[src/rtl/fwd_hazard_unit.sv]
// Operand forwarding, load-use detection and a per-register scoreboard for
// variable-latency writers; stall_o freezes PC/IF-ID and bubbles EX.
module fwd_hazard_unit #(
    parameter int REG_AW = 5,
    parameter int NSRC   = 2,
    parameter int NFWD   = 2,
    parameter int SELW   = $clog2(NFWD + 1)
) (
    input  logic                     clk_i,
    input  logic                     rst_i,
    input  logic [NFWD-1:0]          fwd_we_i,
    input  logic [NFWD*REG_AW-1:0]   fwd_rd_i,
    input  logic [NSRC*REG_AW-1:0]   ex_rs_i,
    output logic [NSRC*SELW-1:0]     fwd_sel_o,
    input  logic [NSRC*REG_AW-1:0]   id_rs_i,
    input  logic [NSRC-1:0]          id_rs_use_i,
    input  logic                     id_we_i,
    input  logic [REG_AW-1:0]        id_rd_i,
    input  logic                     ex_memread_i,
    input  logic [REG_AW-1:0]        ex_rd_i,
    input  logic                     lu_issue_i,
    input  logic [REG_AW-1:0]        lu_rd_i,
    input  logic                     lu_done_i,
    input  logic [REG_AW-1:0]        lu_done_rd_i,
    output logic                     stall_o,
    output logic [(2**REG_AW)-1:0]   busy_o,
    output logic [31:0]              stall_cnt_o
);

    localparam int NREG = 2 ** REG_AW;

    logic [NREG-1:0] busy_q, busy_d;
    logic [31:0]     stall_cnt_q, stall_cnt_d;
    logic            stall;

    // Walk stages from farthest to nearest so the nearest match is written last.
    always_comb begin
        fwd_sel_o = '0;
        for (int j = 0; j < NSRC; j++) begin
            for (int k = NFWD - 1; k >= 0; k--) begin
                if (fwd_we_i[k]
                    && fwd_rd_i[k*REG_AW +: REG_AW] == ex_rs_i[j*REG_AW +: REG_AW]
                    && fwd_rd_i[k*REG_AW +: REG_AW] != '0) begin
                    fwd_sel_o[j*SELW +: SELW] = SELW'(k + 1);
                end
            end
        end
    end

    always_comb begin
        stall = 1'b0;
        for (int j = 0; j < NSRC; j++) begin
            if (id_rs_use_i[j]) begin
                if (ex_memread_i && ex_rd_i != '0
                    && id_rs_i[j*REG_AW +: REG_AW] == ex_rd_i) begin
                    stall = 1'b1;
                end
                if (busy_q[id_rs_i[j*REG_AW +: REG_AW]]) begin
                    stall = 1'b1;
                end
            end
        end
        if (id_we_i && busy_q[id_rd_i]) begin
            stall = 1'b1;
        end
    end

    // Clear before set so an issue and completion on one register leaves it busy.
    always_comb begin
        busy_d = busy_q;
        if (lu_done_i) begin
            busy_d[lu_done_rd_i] = 1'b0;
        end
        if (lu_issue_i && lu_rd_i != '0) begin
            busy_d[lu_rd_i] = 1'b1;
        end
        busy_d[0] = 1'b0;
    end

    always_comb begin
        stall_cnt_d = stall_cnt_q;
        if (stall && stall_cnt_q != 32'hFFFF_FFFF) begin
            stall_cnt_d = stall_cnt_q + 32'd1;
        end
    end

    always_ff @(posedge clk_i or negedge rst_i) begin
        if (!rst_i) begin
            busy_q      <= '0;
            stall_cnt_q <= '0;
        end else begin
            busy_q      <= busy_d;
            stall_cnt_q <= stall_cnt_d;
        end
    end

    assign stall_o     = stall;
    assign busy_o      = busy_q;
    assign stall_cnt_o = stall_cnt_q;

endmodule

[config.mk]
export PLATFORM = sky130hd
export DESIGN_NAME = fwd_hazard_unit
export DESIGN_NICKNAME = d
export VERILOG_FILES = /design/src/rtl/fwd_hazard_unit.sv
export SDC_FILE = /design/constraint.sdc
export NUM_CORES = 1
export LEC_CHECK = 0
export BUFFER_PORTS_ARGS = -buffer_cell sky130_fd_sc_hd__buf_4
export CORE_ASPECT_RATIO = 0.5
export CORE_MARGIN = 2
export CORE_UTILIZATION = 52
export DETAILED_ROUTE_END_ITERATION = 10
export PLACE_DENSITY = 0.81
export SYNTH_ARGS = -nofsm -noshare
export SYNTH_HDL_FRONTEND = slang
export SYNTH_SLANG_ARGS = --single-unit
[constraint.sdc]
create_clock -name clk_i -period 2.9 [get_ports clk_i]
set_input_delay 0.58 -clock clk_i [delete_from_list [all_inputs] [get_ports clk_i]]
set_output_delay 0.58 -clock clk_i [all_outputs]
set_load 0.01 [all_outputs]
==> impl_metrics.ini <==
[setup_path]
critPathArrivalTime_ns = 2.22
r2r-end = stall_cnt_o[31]$_DFFE_PN0P_
startpoint_type = input pin
reg2reg_depth = 8
cp.required_ns = 2.32
reg2reg_from = busy_o[31]$_DFF_PN0_
crit_path_max_fanout = 9
worstSetupEndpointType = output pin
r2r_setup_slack_ns = 0.46
worst-setup-path-type = input pin to output pin
crit_path_max_incr_delay_ns = 0.52
crit_chain = buf_4 -> mux4_2 -> mux4_2 -> o211ai_2 -> nand3_1 -> buf_4
crit_slowest_cell = mux4_2

[layout]
final_nets = 575
drive_above_1_share = 0.335
final-seq-area_sq_um = 1580
nFillCells = 551
area_growth_pct = 33.3
multi_input_area_sq_um = 2310
final_cell_mix = 129 x buf_4, 65 x o21ai_0, 61 x dfrtp_1
n_antenna_cell = 0
layout_commonest_cell = buf_4

[power]
power.total_mw = 3.32
power.leakage_nw = 2.34
peakVddDrop_mv = 0.337
powerDensity_nw_per_um2 = 624

[routing]
drt_iter0_drc = 252
vias_per_cell = 5.96
drt-total-wl_microns = 11000
wl_per_cell_microns = 17.9
via_count = 3664
drc = 0
antenna_left = 0
firstDrtPassIters = 4

[logic_synthesis]
synth_edf_count = 0
synth-seq-area-share = 0.394
synthTopCellsByArea = dfrtp_1 39%, mux4_2 9.0%, xnor2_1 9.0%
ys_async_sr_fraction = 1.00
ys.flop_type = dfrtp_1
synth_nets = 447
avgSynthCellArea_sq_um = 10.4
synth_top_area_frac = 0.394
synth_top_cell_by_area = dfrtp_1
syn_inst = 386
ys_ff_latch = 63
synth_cell_types = 43
yosysWarnings = 0
synth_area_sq_um = 4000

[clock_network]
cts_root_buf = clkbuf_16
cts_resized = 0
cts.sinks = 63
h-tree-depth = 3
cts_setup_buffers = 0
clk_pin_slew_worst_paths_ns = 0.05
cts_max_path_buffers = 2
holdBufCountCts = 0
tritoncts = done
cts_buffers = 9
worstSkewPairLatency_ns = 0.33

[grt]
antenna_found_initial = 0
grt_pass1_vias = 3571
grt_pass1_wl_microns = 17700
grt-ovfl-total = 0
grt_max_degree = 64
grt.total_usage = 0.273

[floorplanning]
die_y_microns = 66.0
start_util = 0.542
core-area_sq_um = 7380
die_w_microns = 128
row_count = 22
ios = 129
die_area_sq_um = 8450

[sta]
rsz0062_at_grt = no
worstMarginPinSlew_ns = 0.786
max_slew_margin = 0.476
max_freq_mhz = 357
setup_viol = 0
finalHoldViolations = 0
fin_setup_tns_ns = 0
skew_ns = 0.00540
slew_violations = 0
fin_crit_sh = 0.965
fin_crit_ns = 2.80

[placed_design]
numPortBuffers = 127
dp_hpwl_microns = 8180
place_congestion = 0.891

[hold_path]
min_path_type = input pin to asynchronous set/reset pin

[outcome]
status = completed

[run]
max_cap_viol_count = 0
-- per-stage QoR --
stage	worst slack [ns]	util	instance area [sq um]	cells	hold slack, ns
2_1_floorplan	0.254	-	4000	386	0.284
3_3_place_gp	0.112	0.680	5020	599	0.477
3_5_place_dp	0.0531	0.680	5020	599	0.485
4_1_cts	0.0495	0.722	5330	615	0.351
5_1_grt	0.000399	0.723	5330	615	0.409
6_report	0.103	0.723	5330	615	0.336
-- worst max-delay path by stage --
| stage | startpoint | slack, ns | end |
|---|---|---|---|
| final | id_rd_i[0] | 0.10 | stall_o |
| after detailed placement | id_rs_i[0] | 0.05 | stall_o |
| after CTS | id_rs_i[0] | 0.05 | stall_o |
| after global routing | busy_o[27]$_DFF_PN0_ | 0.0004 | stall_o |
| after floorplan | id_rs_i[0] | 0.25 | stall_o |
| after global placement | id_rs_i[0] | 0.11 | stall_o |
-- logic make-up (layout without fill, tap and decap cells) --
family | after synthesis | count (layout) | synth area share
multiplexers | 36 | 36 | 0.140
AND/OR/NAND/NOR | 123 | 123 | 0.182
XOR/XNOR | 61 | 61 | 0.134
other | 1 | 1 | 0.000938
adder cells (fa/ha/maj) | 1 | 1 | 0.00313
buffers and inverters | 18 | 151 | 0.0278
flip-flops | 63 | 63 | 0.394
AO/OA/AOI/OAI | 83 | 83 | 0.118
-- synth_stat cells, types with 2 or more instances --
cell type and number:
mux2i_1 19, nand4_1 16, nand3_1 25, nand3_2 2, buf_2 5, nor4_1 7, xor2_1 20, or4_1 5
and4_1 2, or3_1 4, and3_1 8, inv_1 4, o21ai_0 65, nand2_1 19, nor2_1 9, nor2b_1 3
a21oi_1 7, clkbuf_1 2, or3b_2 4, xnor2_1 41, nand3b_1 13, mux4_2 16, buf_6 4, buf_4 2
and2_1 2, a22oi_1 3, dfrtp_1 63
-- power by group --
| part | total [mW] | switching, mW | internal, mW | leakage (nW) |
|---|---|---|---|---|
| Clock | 1.11 | 0.360 | 0.749 | 0.151 |
| Combinational | 0.945 | 0.424 | 0.521 | 1.38 |
| Sequential | 1.27 | 0.240 | 1.03 | 0.812 |
-- sequential cells by signal, indices dropped and copies added (netlist names) --
name	count
stall_cnt_o	32
busy_o	31
-- cell type report --
cell class / instances / area share
inverter: 4 / 0.00282
tap: 96 / 0.0225
clock buffer: 12 / 0.0444
multi-input combinational: 305 / 0.433
timing repair buffer: 131 / 0.188
sequential: 63 / 0.296
clock inverter: 4 / 0.0131
-- routing by layer --
| metal | up-vias | part of all wire | track usage |
|---|---|---|---|
| li1 | 1706 | - | - |
| met1 | 1776 | 0.40 | 0.332 |
| met2 | 157 | 0.50 | 0.475 |
| met3 | 25 | 0.069 | 0.0696 |
| met4 | 0 | 0.023 | 0.106 |
| met5 | - | 0 | 0 |
-- worst max-delay path, delay by kind of cell --
family | cells | cell delay, ns
mux | 2 | 1.01
buf+inv | 2 | 0.34
compound gates | 1 | 0.19
simple gates | 1 | 0.10
(Power assumes the default switching activity.)
